<file path="src/rtl/hazard_pkg.sv">
`default_nettype none
// ============================================================================
//  Module      : hazard_pkg
//  Description : Shared state encoding and parameter limits for the pipeline
//                hazard controller.
//  Revision    : 1.0 - initial release
// ============================================================================
package hazard_pkg;

    // Controller states, explicitly 2 bits wide
    typedef enum logic [1:0] {
        ST_RUN      = 2'd0,
        ST_LU_STALL = 2'd1,
        ST_RMW_HOLD = 2'd2
    } state_t;

    // Width of the shared stall/freeze down-counter
    localparam int c_CNT_BITS = 3;

    // Legal ranges for the timing parameters
    localparam int c_LOAD_LAT_MIN   = 1;
    localparam int c_LOAD_LAT_MAX   = 8;
    localparam int c_RMW_CYCLES_MIN = 2;
    localparam int c_RMW_CYCLES_MAX = 8;

endpackage
`default_nettype wire

</file>
<file path="src/rtl/hazard_sat_counter.sv">
`default_nettype none
// ============================================================================
//  Module      : hazard_sat_counter
//  Description : Enable-gated up-counter that sticks at all-ones.
//  Revision    : 1.0 - initial release
// ============================================================================
module hazard_sat_counter #(
    parameter int CNT_W = 32
) (
    input  logic             clk,
    input  logic             rst_n,
    input  logic             i_en,
    output logic [CNT_W-1:0] o_count
);

    logic [CNT_W-1:0] r_count;

    // Count enabled cycles, holding once every bit is set
    always_ff @(posedge clk or negedge rst_n) begin
        if (!rst_n) begin
            r_count <= '0;
        end else if (i_en && (r_count != {CNT_W{1'b1}})) begin
            r_count <= r_count + CNT_W'(1);
        end
    end

    assign o_count = r_count;

endmodule
`default_nettype wire

</file>
<file path="src/rtl/pipeline_hazard_ctrl.sv">
`default_nettype none
// ============================================================================
//  Module      : pipeline_hazard_ctrl
//  Description : Load-use stall, sub-word store freeze and branch flush
//                control for a 5-stage pipeline, with a stall counter.
//  Revision    : 1.0 - initial release
// ============================================================================
module pipeline_hazard_ctrl
    import hazard_pkg::*;
#(
    parameter int REG_W      = 5,
    parameter int LOAD_LAT   = 1,
    parameter int RMW_CYCLES = 2,
    parameter int CNT_W      = 32
) (
    input  logic             clk,
    input  logic             rst_n,
    input  logic             id_ex_memread,
    input  logic [REG_W-1:0] id_ex_rd,
    input  logic [REG_W-1:0] if_id_rs1,
    input  logic [REG_W-1:0] if_id_rs2,
    input  logic             if_id_use_rs1,
    input  logic             if_id_use_rs2,
    input  logic             mem_write_bh,
    input  logic             branch_taken,
    output logic             pc_en,
    output logic             if_id_en,
    output logic             id_ex_en,
    output logic             ex_mem_en,
    output logic             mem_wb_en,
    output logic             bubble,
    output logic             if_id_flush,
    output logic [CNT_W-1:0] stall_cycles
);

    // Reject out-of-range timing parameters at elaboration
    if ((LOAD_LAT < c_LOAD_LAT_MIN) || (LOAD_LAT > c_LOAD_LAT_MAX)) begin : g_bad_load_lat
        $error("pipeline_hazard_ctrl: LOAD_LAT out of range");
    end
    if ((RMW_CYCLES < c_RMW_CYCLES_MIN) || (RMW_CYCLES > c_RMW_CYCLES_MAX)) begin : g_bad_rmw
        $error("pipeline_hazard_ctrl: RMW_CYCLES out of range");
    end

    localparam logic [c_CNT_BITS-1:0] c_RMW_LOAD = c_CNT_BITS'(RMW_CYCLES - 2);
    localparam logic [c_CNT_BITS-1:0] c_LU_LOAD  = c_CNT_BITS'((LOAD_LAT > 1) ? (LOAD_LAT - 2) : 0);

    state_t                r_state;
    state_t                w_state_nx;
    logic [c_CNT_BITS-1:0] r_cnt;
    logic [c_CNT_BITS-1:0] w_cnt_nx;
    logic                  w_hazard;
    logic                  w_stall_evt;

    // Register 0 is hardwired, so a load targeting it never creates a hazard
    assign w_hazard = id_ex_memread && (id_ex_rd != '0) &&
                      ((if_id_use_rs1 && (if_id_rs1 == id_ex_rd)) ||
                       (if_id_use_rs2 && (if_id_rs2 == id_ex_rd)));

    // State and down-counter registers
    always_ff @(posedge clk or negedge rst_n) begin
        if (!rst_n) begin
            r_state <= ST_RUN;
            r_cnt   <= '0;
        end else begin
            r_state <= w_state_nx;
            r_cnt   <= w_cnt_nx;
        end
    end

    // Next-state and zero-latency pipeline control outputs
    always_comb begin
        w_state_nx  = r_state;
        w_cnt_nx    = r_cnt;
        pc_en       = 1'b1;
        if_id_en    = 1'b1;
        id_ex_en    = 1'b1;
        ex_mem_en   = 1'b1;
        mem_wb_en   = 1'b1;
        bubble      = 1'b0;
        if_id_flush = 1'b0;

        if ((r_state != ST_RMW_HOLD) && mem_write_bh) begin
            // Sub-word store read-modify-write: freeze the whole pipe
            pc_en      = 1'b0;
            if_id_en   = 1'b0;
            id_ex_en   = 1'b0;
            ex_mem_en  = 1'b0;
            mem_wb_en  = 1'b0;
            w_cnt_nx   = c_RMW_LOAD;
            w_state_nx = ST_RMW_HOLD;
        end else if (r_state == ST_LU_STALL) begin
            pc_en    = 1'b0;
            if_id_en = 1'b0;
            bubble   = 1'b1;
            if (r_cnt == '0) begin
                w_state_nx = ST_RUN;
            end else begin
                w_cnt_nx = r_cnt - c_CNT_BITS'(1);
            end
        end else if ((r_state == ST_RMW_HOLD) && (r_cnt != '0)) begin
            pc_en     = 1'b0;
            if_id_en  = 1'b0;
            id_ex_en  = 1'b0;
            ex_mem_en = 1'b0;
            mem_wb_en = 1'b0;
            w_cnt_nx  = r_cnt - c_CNT_BITS'(1);
        end else begin
            // RUN, or the release cycle of a freeze
            w_state_nx = ST_RUN;
            if (branch_taken) begin
                // The flushed instruction makes any load-use hazard moot
                if_id_flush = 1'b1;
                bubble      = 1'b1;
            end else if (w_hazard) begin
                pc_en    = 1'b0;
                if_id_en = 1'b0;
                bubble   = 1'b1;
                if (LOAD_LAT > 1) begin
                    w_cnt_nx   = c_LU_LOAD;
                    w_state_nx = ST_LU_STALL;
                end
            end
        end

        // Hold the pipe and keep a NOP in ID/EX while in reset
        if (!rst_n) begin
            pc_en       = 1'b0;
            if_id_en    = 1'b0;
            id_ex_en    = 1'b0;
            ex_mem_en   = 1'b0;
            mem_wb_en   = 1'b0;
            bubble      = 1'b1;
            if_id_flush = 1'b0;
        end
    end

    assign w_stall_evt = !pc_en || !if_id_en;

    hazard_sat_counter #(
        .CNT_W (CNT_W)
    ) u_stall_cnt (
        .clk     (clk),
        .rst_n   (rst_n),
        .i_en    (w_stall_evt),
        .o_count (stall_cycles)
    );

endmodule
`default_nettype wire
</file>
<file path="config.mk">
export PLATFORM = sky130hd
export DESIGN_NAME = pipeline_hazard_ctrl
export DESIGN_NICKNAME = d
export VERILOG_FILES = /design/src/rtl/hazard_pkg.sv /design/src/rtl/hazard_sat_counter.sv /design/src/rtl/pipeline_hazard_ctrl.sv
export SDC_FILE = /design/constraint.sdc
export NUM_CORES = 1
export LEC_CHECK = 0
export BUFFER_PORTS_ARGS = -buffer_cell sky130_fd_sc_hd__buf_4
export CAP_MARGIN = 20
export CORE_UTILIZATION = 46
export DETAILED_ROUTE_END_ITERATION = 16
export GPL_TIMING_DRIVEN = 0
export HOLD_SLACK_MARGIN = 0.05
export PLACE_DENSITY = 0.75
export SYNTH_ARGS = -nofsm -noshare
export SYNTH_HDL_FRONTEND = slang
export SYNTH_HIERARCHICAL = 1
export SYNTH_SLANG_ARGS = --single-unit
</file>
<file path="constraint.sdc">
create_clock -name clk -period 2.4 [get_ports clk]
set_input_delay 0 -clock clk [delete_from_list [all_inputs] [get_ports clk]]
set_output_delay 0 -clock clk [all_outputs]
set_load 0.05 [all_outputs]
</file>
Yosys cells after proc, flatten, opt, wreduce, memory -nomap -nowiden

Cells that the tools add are included.

Register bits: 37
Input port bits: 22
Output and inout port bits: 39
Logic and storage cells: 58

Multiplexer cells: 29
$add $sub $neg: 2
Equal/unequal tests: 9
Reduce and logical (&&, ||, !) cells: 15

Operators with widths:

| operator              | count |
|---|---|
| $add 32x1->32 const B | 1 |
| $ne 32x32->1 const B  | 1 |
| $mux 1                | 21 |
| $mux 3                | 4 |
| $eq 5x5->1            | 2 |
| $mux 2                | 4 |
| $logic_and 1x1->1     | 7 |
| $ne 3x3->1 const B    | 2 |
| $reduce_bool 3->1     | 2 |
| $reduce_bool 5->1     | 1 |
| $reduce_and 2->1      | 2 |
| $logic_not 3->1       | 1 |
| $ne 3x2->1 const B    | 1 |
| $sub 3x1->3 const B   | 1 |
| $eq 2x1->1 const B    | 1 |
| $eq 2x2->1 const B    | 1 |
| $ne 2x2->1 const B    | 1 |
| $logic_not 1->1       | 1 |
| $logic_or 1x1->1      | 1 |

Logic depth before layout (Yosys ltp)

Gate-level depths: netlist of the first run.

Depth after elaboration: 12
Depth in mapped cells: 12
Depth with buffers taken out: 11

Cells and area by module

Netlist of the first run, hierarchy kept.

Modules (own cells, without submodules):

| module               | area each (um^2) | sequential area each (um^2) | cells an instance | instances |
|---|---|---|---|---|
| hazard_sat_counter   | 1624.1           | 800.8                       | 151               | 1 |
| pipeline_hazard_ctrl | 409.1            | 100.1                       | 45                | 1 |

Worst setup path before layout of the first run

OpenSTA, ideal clock, no wires.

Kind: reg2reg
Start: reg r_cnt[0]
End: reg u_stall_cnt.r_count[15] (netlist: u_stall_cnt/o_count[15])
Library setup time: 125 ps
Stages on the path, launching flop included: 12
Arrival: 2632 ps
Slack: -357 ps
Path buffers: 1
Data required time: 2275 ps
Cell sequence: dfrtp_1 > inv_1 > ha_1 > nand3b_1 > o21ai_1 > and2_1 > o31ai_1 > and3_1 > nor2b_1 > clkbuf_1 > nand3_1 > mux2_2

Cells in the longest elaborated chain, start to end: 8

Ends and longest elaborated chain:

| what                   | line                        | source |
|---|---|---|
| from (decl)            | pipeline_hazard_ctrl.sv:49  | `logic [c_CNT_BITS-1:0] r_cnt;` |
| from (signal assigned) | pipeline_hazard_ctrl.sv:66  | `r_cnt <= w_cnt_nx;` |
| $reduce_bool 3->1      | pipeline_hazard_ctrl.sv:100 | `end else if ((r_state == ST_RMW_HOLD) && (r_cnt != '0)) begin` |
| $logic_and 1x1->1      | pipeline_hazard_ctrl.sv:100 |  |
| $mux 1                 | pipeline_hazard_ctrl.sv:100 |  |
| $mux 1                 | pipeline_hazard_ctrl.sv:91  | `end else if (r_state == ST_LU_STALL) begin` |
| $mux 1                 | pipeline_hazard_ctrl.sv:82  | `if ((r_state != ST_RMW_HOLD) && mem_write_bh) begin` |
| $mux 1                 | pipeline_hazard_ctrl.sv:126 | `if (!rst_n) begin` |
| $logic_not 1->1        | pipeline_hazard_ctrl.sv:137 | `assign w_stall_evt = !pc_en \|\| !if_id_en;` |
| net w_stall_evt        | pipeline_hazard_ctrl.sv:52  | `logic w_stall_evt;` |
| $logic_and 1x1->1      | hazard_sat_counter.sv:22    | `end else if (i_en && (r_count != {CNT_W{1'b1}})) begin` |
| to (signal assigned)   | hazard_sat_counter.sv:23    | `r_count <= r_count + CNT_W'(1);` |
| to (decl)              | hazard_sat_counter.sv:16    | `logic [CNT_W-1:0] r_count;` |

The timed path passes the listed nets, and every way through them passes these cells.
A chain may end at the register's enable or synchronous reset.

Worst setup path after layout of the first run

Start: reg r_cnt[0]
End: reg u_stall_cnt.r_count[29] (netlist: u_stall_cnt/o_count[29])

The elaborated chain is that of the path after synthesis.

==> results of run 1 <==
==> cells in the mapped netlist <==
cell type   n  share of area [%]
a21oi_1     2               0.49
a22o_1      1               0.43
a31oi_1     1               0.31
a32oi_1     1               0.43
and2_0      1               0.31
and2_1      1               0.31
and3_1      3               0.92
and4_1      4                1.7
buf_4       3                1.1
buf_6       1               0.55
clkbuf_1    1               0.18
dfrtp_1    36                 44
ha_1        3                1.8
inv_1       5               0.92
mux2_1      1               0.55
mux2_2      2                1.1
nand2_1    18                3.3
nand2_2     1               0.31
nand3_1    15                3.7
nand3_2     1               0.49
nand3b_1    2               0.74
nand4_1    15                4.6
nand4_2     1               0.62
nor2_1     11                2.0
nor2b_1     1               0.31
nor3_1      3               0.74
nor3_2      2               0.98
nor4_1      4                1.2
nor4_2      2                1.2
nor4_4      1                1.0
o211ai_1    2               0.74
o21ai_0     2               0.49
o21ai_1     1               0.25
o21ai_2     1               0.43
o22ai_1     1               0.31
o311ai_2    1               0.80
o31a_1      1               0.43
o31ai_1     1               0.37
o31ai_4     1                1.0
or4_1       1               0.37
or4_4       2                1.1
xnor2_1    26                 11
xor2_1     13                5.6
==> kinds of logic (layout without fill, tap and decap cells) <==
kind of cell / count (synthesis) / after routing
AND/OR/NAND/NOR: 89 / 89
flip-flops: 36 / 36
AO/OA/AOI/OAI: 16 / 16
buffers and inverters: 10 / 82
XOR/XNOR: 39 / 39
multiplexers: 3 / 3
adder cells (fa/ha/maj): 3 / 3
==> sequential cells by signal, indices dropped and copies added (netlist names) <==
register	count
u_stall_cnt/o_count	32
r_cnt	3
r_state	1
==> metrics by stage <==
stage / power (W) / TNS [ns] / utilization, %
final: 0.00247 / 0 / 66.7
after global routing: 0.00260 / -0.0339 / 66.7
after CTS: 0.00240 / 0 / 65.1
after detailed placement: 0.00185 / -5.50 / 61.9
after global placement: 0.00183 / -4.90 / 61.9
after floorplan: 0.00154 / 0 / -
==> metal layers <==
metal	part of all wire, %	vias to the layer above
met3	4.4	6
met1	45	819
met2	49	50
met5	0	-
met4	1.4	0
li1	-	845
==> worst reg2reg max path, cell delays in order, from the launching register on <==
cell and delay [ns]:
dfrtp_1 0.34, inv_1 0.07, ha_2 0.21, nand3b_1 0.10
o21ai_2 0.10, and2_4 0.20, o31ai_4 0.10, and3_4 0.27
nor2b_1 0.12, buf_4 0.14, nand4_1 0.11, nor4_2 0.30
xor2_1 0.16
==> worst paths after layout <==
| path | startpoint | to | slack (ns) | cells past startpoint |
|---|---|---|---|---|
| min reg2reg | u_stall_cnt/o_count[6] | u_stall_cnt/o_count[6] | 0.51 | 1 |
| min | mem_write_bh | r_cnt[0] | 0.06 | 4 |
| max | r_cnt[0] | u_stall_cnt/o_count[29] | 0.11 | 12 |
| max in group asynchronous | rst_n | u_stall_cnt/o_count[13] | 1.86 | 2 |
| max reg2reg | r_cnt[0] | u_stall_cnt/o_count[29] | 0.11 | 12 |
| min in group asynchronous | rst_n | r_cnt[2] | 0.21 | 2 |
==> power breakdown <==
group	total, W	internal [W]	switching, W
clock network	0.000533	0.000307	0.000226
logic	0.00110	0.000416	0.000686
registers	0.000831	0.000704	0.000127
==> cell type report <==
cell class              instances  area (um2)  share of cell area (%)
flip-flops and latches         36         901                    32.8
clock inverters                 3        42.5                    1.55
well taps                      50        62.6                    2.28
clock buffers                   5        68.8                    2.51
plain buffers                   5        41.3                    1.50
inverters                       5        18.8                   0.683
multi-input cells             150        1130                    41.1
repair buffers                 64         483                    17.6
==> what timing repair did <==
| item | in CTS | in global routing |
|---|---|---|
| buffers inserted | 0 | 3 |
| endpoints found under the setup margin | 13 | 13 |
| endpoints found under the hold margin | 36 | 0 |
| pin swaps | 0 | 6 |
| hold buffers | 1 | 0 |
| gates cloned | 0 | 0 |
| gates resized for setup | 3 | 10 |
==> results_dict.tcl, run 1 <==
set metrics [dict create \
    grtUsageMet3_pct 5.83 \
    synth_adder_area_share_pct 1.85 \
    cts_tree "built" \
    detail_route.first_pass.iterations 4 \
    busiest_layer "met2" \
    post-route-drc-count 0 \
    required_ns 2.62 \
    syn_inst 196 \
    maxSlewViolCount 0 \
    avgViaCountPerCell 5.41 \
    start_util_pct 49.4 \
    place.gp.congestion 0.831 \
    hold_viol_final 0 \
    dpl.hpwl_um 3390 \
    critPathBufInv 2 \
    holdWs_ns 0.0562 \
    status "complete, no violations" \
    hold_class "in2reg" \
    final_cell_area_mm2 0.00275 \
    grt_first_pass_wirelength_um 7750 \
    fp-row-count 23 \
    clock_latency_ns 0.29 \
    htreeDepth 2 \
    dieArea_mm2 0.00469 \
    synth_compound_area_share_pct 6.52 \
    numCtsBuffers 5 \
    grtUsageMet1_pct 28.9 \
    grtUsageMet2_pct 37.1 \
    worst_pin_slew_ns 0.619 \
    vias 1720 \
    postPlaceCellArea_mm2 0.00255 \
    cp.arrival_ns 2.51 \
    postSynthAreaPerCell_um2 10.4 \
    finalWorstSetupSlack_ns 0.115 \
    antenna_found_initial 0 \
    synth_seq_area_share_pct 44.3 \
    die_h_um 68.5 \
    worst_setup_path_end_kind "flip-flop" \
    postRouteAntennaNets 0 \
    syn_to_final_growth_pct 35.1 \
    synth_xor_area_share_pct 16.8 \
    n_antenna_cell 0 \
    fp.dieW_um 68.5 \
    crit_fanout 6 \
    clk_pin_slew_worst_paths_ns 0.08 \
    finalSetupViolCount 0 \
    relSlewSlack_pct 58.4 \
    final_cell_mix "buf_4, dfrtp_1, xnor2_1, nand2_1, nand4_1" \
    ios 61 \
    final_common_cell "buf_4" \
    routedWlPerCell_um 14.6 \
    power-per-cell-area_mw_per_mm2 898 \
    final_cells 318 \
    max-vdd-ir-drop_v 0.000917 \
    crit_family "simple AND/OR/NAND/NOR gates" \
    grt-ovfl-total 0 \
    ys_seq_elements 36 \
    clock_skew_ns 0.00551 \
    layout-drive-gt1-share_pct 36.6 \
    portBuffers 60 \
    synthSimpleGateAreaFrac_pct 26.1 \
    nets 292 \
    synth_top_family_by_area "simple AND/OR/NAND/NOR gates" \
    fin_crit_ns 2.29 \
    cts_root_buf "clkbuf_8" \
    coreArea_mm2 0.00412 \
    drt-initial-drc-count 137 \
    crit_type "reg2reg" \
    grtUsageTotal_pct 22.6 \
    critPathLaunchType "flip-flop" \
    power.leakage_nw 1.25 \
    dp_cells 306 \
    finalCritPeriodShare_pct 95.2 \
    synthMuxAreaShare_pct 1.66 \
    grt_max_degree 40 \
    totalWireLength_um 4640 \
    syn-cell-area_mm2 0.00203 \
    critPathMaxStageDelay_ns 0.34 \
    grt_pass1_vias 1649 \
    cts_max_path_buffers 2 \
    fillCellCount 345 \
    cap_violations 0 \
    clkSinkCount 36 \
    post-place-ws_ns -0.450 \
    cp_cell_sequence "inv_1 > ha_2 > nand3b_1 > o21ai_2 > and2_4 > o31ai_4 > and3_4 > nor2b_1 > buf_4 > nand4_1 > nor4_2 > xor2_1" \
    yosysUniqueCellTypes 43 \
    max_freq_ghz 0.438 \
    crit_path_top_delay_cell "dfrtp_1" \
    synth_warnings 6 \
    synth_fp_nets 221 \
]
No activity file was read; power rests on OpenSTA's default activity.
==> inputs of run 2 (changes only) <==
Settings changed: CORE_UTILIZATION 46 to 47, PLACE_DENSITY 0.75 to 0.74, SETUP_SLACK_MARGIN set to 0.2.
Clock period 2.4 ns to 2.85 ns, I/O delays scaled along.
==> run 2 against run 1 <==
  * Register-to-register slack improved by 0.27 ns
  * Via count increased by 1.3%
  * Fmax decreased by 7.1%
  * Design area decreased by 2.2%
  * Worst setup slack improved by 0.27 ns
  * Sequential share of layout area increased by 0.73 points
  * Utilization decreased by 1.0 points
  * Clock skew decreased by 0.0025 ns
  * Non-clock buffer count decreased by 2
  * Critical path depth unchanged
  * Routed wire length decreased by 0.11%
  * Combinational power decreased by 19%
==> results_dict.tcl, run 2 (synthesis results as in run 1) <==
set metrics [dict create \
    status "complete, no violations" \
    postRouteAntennaNets 0 \
    postPlaceCellArea_mm2 0.00255 \
    pwr-share-clk_pct 18.6 \
    cts_tree "built" \
    place.gp.congestion 0.830 \
    r2r_end "u_stall_cnt/o_count[29]" \
    largest_reg_flops 32 \
    clkSinkCount 36 \
    reg2reg_depth 12 \
    seq_power_share_pct 35.6 \
    power.internal_w 0.00112 \
    cp_cell_sequence "inv_1 > ha_1 > nand3b_1 > o21ai_2 > and2_2 > o31ai_4 > and3_4 > nor2b_1 > buf_4 > nand4_1 > nor4_2 > xor2_1" \
    critPathMaxStageDelay_ns 0.36 \
    ios 61 \
    finalWorstSetupSlack_ns 0.389 \
    maxSlewViolCount 0 \
    clk_pin_slew_worst_paths_ns 0.06 \
    max-vdd-ir-drop_v 0.000582 \
    fillCellCount 347 \
    post-place-ws_ns -0.0431 \
    coreArea_mm2 0.00409 \
    syn_to_final_growth_pct 32.1 \
    final_common_cell "buf_4" \
    totalWireLength_um 4630 \
    final_cell_mix "buf_4, dfrtp_1, xnor2_1, nand2_1, nand4_1" \
    power-per-cell-area_mw_per_mm2 728 \
    crit_family "simple AND/OR/NAND/NOR gates" \
    required_ns 3.05 \
    routedWlPerCell_um 14.7 \
    combPwrFrac_pct 45.8 \
    grt_max_degree 40 \
    crit_type "reg2reg" \
    worst_pin_slew_ns 0.572 \
    grt_pass1_vias 1639 \
    nets 290 \
    relSlewSlack_pct 61.5 \
    cp.arrival_ns 2.66 \
    grt_first_pass_wirelength_um 7450 \
    max_freq_ghz 0.406 \
    min-delay-start "mem_write_bh" \
    die_h_um 67.8 \
    p_switching_w 0.000836 \
    clock_skew_ns 0.00300 \
    fp-row-count 23 \
    critPathBufInv 2 \
    regToRegStartpoint "r_cnt[0]" \
    finalCritPeriodShare_pct 86.4 \
    switching_share_pct 42.8 \
    final.setup.tns_ns 0 \
    worst_setup_path_end_kind "flip-flop" \
    vias 1742 \
    hold_class "in2reg" \
    layout-drive-gt1-share_pct 34.6 \
    finalSetupViolCount 0 \
    r2r_slack_ns 0.39 \
    cts_max_path_buffers 2 \
    p_total_w 0.00195 \
    cts_root_buf "clkbuf_8" \
    crit_fanout 7 \
    power.leakage_nw 1.22 \
    dieArea_mm2 0.00459 \
    whs_path_depth 3 \
    dpl.hpwl_um 3460 \
    htreeDepth 2 \
    seqCellArea_um2 901 \
    critPathLaunchType "flip-flop" \
    fin_crit_ns 2.46 \
    grt_setup_unrepaired "true" \
    final_cell_area_mm2 0.00269 \
    antenna_found_initial 0 \
    avgViaCountPerCell 5.51 \
    hold_end "r_state[1]" \
    crit_path_top_delay_cell "dfrtp_1" \
    fp.dieW_um 67.8 \
    start_util_pct 49.8 \
    post-route-drc-count 0 \
    n_antenna_cell 0 \
    cap_violations 0 \
    portBuffers 60 \
    multi_input_area_mm2 0.00110 \
    detail_route.first_pass.iterations 4 \
    drt-initial-drc-count 85 \
    grtUsageTotal_pct 22.0 \
    numCtsBuffers 5 \
    clock_latency_ns 0.28 \
    grt-ovfl-total 0 \
    hold_viol_final 0 \
]
## run 2: metal layers
layer	vias up	global-route usage [%]	wire length (um)
li1	846	-	-
met1	848	26.8	1970
met2	43	37.4	2380
met3	5	4.22	231
met4	0	9.64	53
met5	-	0	0
## run 2: layout make-up
type | count | share of cell area (%)
multi-input cells | 150 | 41.1
well taps | 50 | 2.33
flip-flops and latches | 36 | 33.5
repair buffers | 62 | 17.4
plain buffers | 5 | 1.54
inverters | 5 | 0.699
clock buffers | 8 | 3.35
## run 2: through the flow
stage | std cells | hold WS, ns | util [%]
global placement | 306 | -0.00924 | 62.3
finish | 316 | 0.0699 | 65.7
floorplan | 196 | -0.296 | -
CTS | 315 | 0.0804 | 64.8
detailed placement | 306 | -0.00613 | 62.3
global route | 316 | 0.0838 | 65.7
## run 2: repair_timing
item / CTS / global route
resized for setup: 1 / 8
endpoints found under the hold margin: 36 / 0
endpoints found under the setup margin: 3 / 11
buffers inserted: 0 / 1
hold buffers: 1 / 0
pin swaps: 0 / 4
## run 2: how the worst max path moves through the flow
stage | startpoint | to | slack [ns] | cells after the start
2_1_floorplan | r_cnt[0] | u_stall_cnt/o_count[15] | 0.34 | 11
3_3_place_gp | id_ex_rd[3] | u_stall_cnt/o_count[29] | -0.01 | 11
3_5_place_dp | id_ex_rd[3] | u_stall_cnt/o_count[29] | -0.04 | 11
4_1_cts | r_cnt[0] | u_stall_cnt/o_count[29] | 0.27 | 12
5_1_grt | r_cnt[0] | u_stall_cnt/o_count[29] | 0.15 | 12
6_report | r_cnt[0] | u_stall_cnt/o_count[29] | 0.39 | 12
## run 2: worst min-delay path: stages
cell and delay, ns:
buf_4 0.09, o21ai_2 0.09, inv_1 0.13
## run 2: power by group through the flow
stage | Clock (W) | Sequential (W) | Combinational [W]
2_1_floorplan | 0 | 0.000866 | 0.000429
3_3_place_gp | 0 | 0.000694 | 0.000843
3_5_place_dp | 0 | 0.000698 | 0.000863
4_1_cts | 0.000378 | 0.000690 | 0.000867
5_1_grt | 0.000396 | 0.000710 | 0.000955
6_report | 0.000364 | 0.000696 | 0.000895
==> inputs of run 3 (changes only) <==
Settings changed: CORE_MARGIN set to 5, SETUP_SLACK_MARGIN 0.2 to 0.05.
==> run 3 against run 2 <==
  * Clock-buffer cell count shrank 1
  * Die area grew 25%
  * Design area decreased by 0.93%
  * Sequential share of layout area up 0.32 points
  * Power is 0.98% lower
  * Global-route usage fell by 3.7 points
  * Worst hold slack improved by 0.016 ns
  * Sequential power down 0.7%
==> results_dict.tcl, run 3 (synthesis results as in run 1) <==
set metrics [dict create \
    required_ns 3.02 \
    cts_tree "built" \
    power.internal_w 0.00111 \
    syn_to_final_growth_pct 30.9 \
    clock_skew_ns 0.00653 \
    post-place-ws_ns -0.0660 \
    finalWorstSetupSlack_ns 0.296 \
    totalWireLength_um 4850 \
    vias 1711 \
    power-per-cell-area_mw_per_mm2 727 \
    hold_viol_final 0 \
    largest_reg_flops 32 \
    postRouteAntennaNets 0 \
    cap_violations 0 \
    max-vdd-ir-drop_v 0.000622 \
    utilization_pct 62.4 \
    combPwrFrac_pct 44.4 \
    worst_pin_slew_ns 0.578 \
    clk_pin_slew_worst_paths_ns 0.07 \
    cts_root_buf "clkbuf_8" \
    switching_share_pct 42.5 \
    final_cells 316 \
    pwr-share-clk_pct 19.9 \
    grt_setup_unrepaired "false" \
    grt_first_pass_wirelength_um 7920 \
    worstSetupStartpoint "r_cnt[0]" \
    clkSinkCount 36 \
    dp_cells 308 \
    antenna_found_initial 0 \
    p_switching_w 0.000823 \
    avgViaCountPerCell 5.41 \
    seq_power_share_pct 35.7 \
    layout-drive-gt1-share_pct 33.3 \
    fp.dieW_um 75.8 \
    maxSlewViolCount 0 \
    routedWlPerCell_um 15.4 \
    numCtsBuffers 5 \
    power.leakage_nw 1.21 \
    min-delay-start "mem_write_bh" \
    n_antenna_cell 0 \
    grt_max_degree 40 \
    relSlewSlack_pct 61.1 \
    finalSetupViolCount 0 \
    htreeDepth 2 \
    status "complete, no violations" \
    finalCritPeriodShare_pct 89.6 \
    grt-ovfl-total 0 \
    max_freq_ghz 0.391 \
    grt_pass1_vias 1686 \
    detail_route.first_pass.iterations 4 \
    fp-row-count 24 \
    final_common_cell "buf_4" \
    start_util_pct 47.7 \
    p_total_w 0.00194 \
    critPathLaunchType "flip-flop" \
    final_cell_mix "buf_4, dfrtp_1, xnor2_1, nand2_1" \
    cp.arrival_ns 2.72 \
    dpl.hpwl_um 3670 \
    crit_type "reg2reg" \
    drt-initial-drc-count 70 \
    worst_setup_path_end_kind "flip-flop" \
    post-route-drc-count 0 \
    dieArea_mm2 0.00574 \
    grtUsageTotal_pct 18.3 \
    fin_crit_ns 2.55 \
    clock_latency_ns 0.29 \
    final.setup.tns_ns 0 \
    die_h_um 75.8 \
    fillCellCount 397 \
    coreArea_mm2 0.00426 \
    regToRegStartpoint "r_cnt[0]" \
    ios 61 \
    place.gp.congestion 0.821 \
    nets 289 \
    cts_max_path_buffers 2 \
    hold_class "in2reg" \
    crit_fanout 7 \
    portBuffers 60 \
]
==> run 3: changes by cell type in the layout (fill, tap and decap cells not counted), sizes merged <==
cell | before | now
buf | 66 | 64
==> run 3: area by class of cell <==
type                            instances  area, um2  share of cell area [%]
Buffer                                  5       38.8                    1.46
Clock buffer                            7       96.3                    3.62
Inverter                                5       18.8                   0.705
Multi-Input combinational cell        150       1080                    40.6
Sequential cell                        36        901                    33.9
Tap cell                               52       65.1                    2.44
Timing Repair Buffer                   61        460                    17.3
==> run 3: final timing paths <==
check,to,slack (ns),cells after the start
max,u_stall_cnt/o_count[15],0.30,11
min,r_cnt[2],0.09,3
max reg2reg,u_stall_cnt/o_count[15],0.30,11
min reg2reg,r_cnt[0],0.51,1
max in group asynchronous,u_stall_cnt/o_count[14],2.29,2
min in group asynchronous,u_stall_cnt/o_count[22],0.22,2
==> run 3: power by group through the flow <==
stage               clock network, W  logic [W]  registers [W]
floorplan                          0   0.000428       0.000866
global placement                   0   0.000842       0.000694
detailed placement                 0   0.000860       0.000699
CTS                         0.000393   0.000865       0.000690
global route                0.000415   0.000925       0.000705
finish                      0.000386   0.000859       0.000691
==> run 3: critical path, stage by stage (launching register included) <==
cell	delay (ns)
dfrtp_1	0.39
inv_1	0.09
ha_1	0.20
nand3b_1	0.08
o21ai_1	0.18
and2_1	0.29
o31ai_2	0.17
and3_1	0.25
nor2b_1	0.14
clkbuf_2	0.18
nand3_1	0.13
mux2_2	0.33
==> run 3: what timing repair did <==
action,4_1_cts,5_1_grt
buffers inserted,0,0
endpoints found under the setup margin,0,8
hold buffers,1,0
endpoints found under the hold margin,36,0
gates resized for setup,0,3
==> run 3: stage by stage <==
stage / cell area, um2 / hold slack [ns]
after floorplan: 2030 / -0.296
after global placement: 2550 / -0.00786
after detailed placement: 2550 / -0.00160
after CTS: 2660 / 0.0818
after global routing: 2660 / 0.0986
final: 2660 / 0.0856
==> run 3: layer usage <==
metal / up-vias / GRT usage, % / routed length, um
li1: 840 / - / -
met1: 835 / 23.1 / 2120
met2: 31 / 30.7 / 2490
met3: 5 / 5.54 / 185
met4: 0 / 4.08 / 51
met5: - / 0 / 0
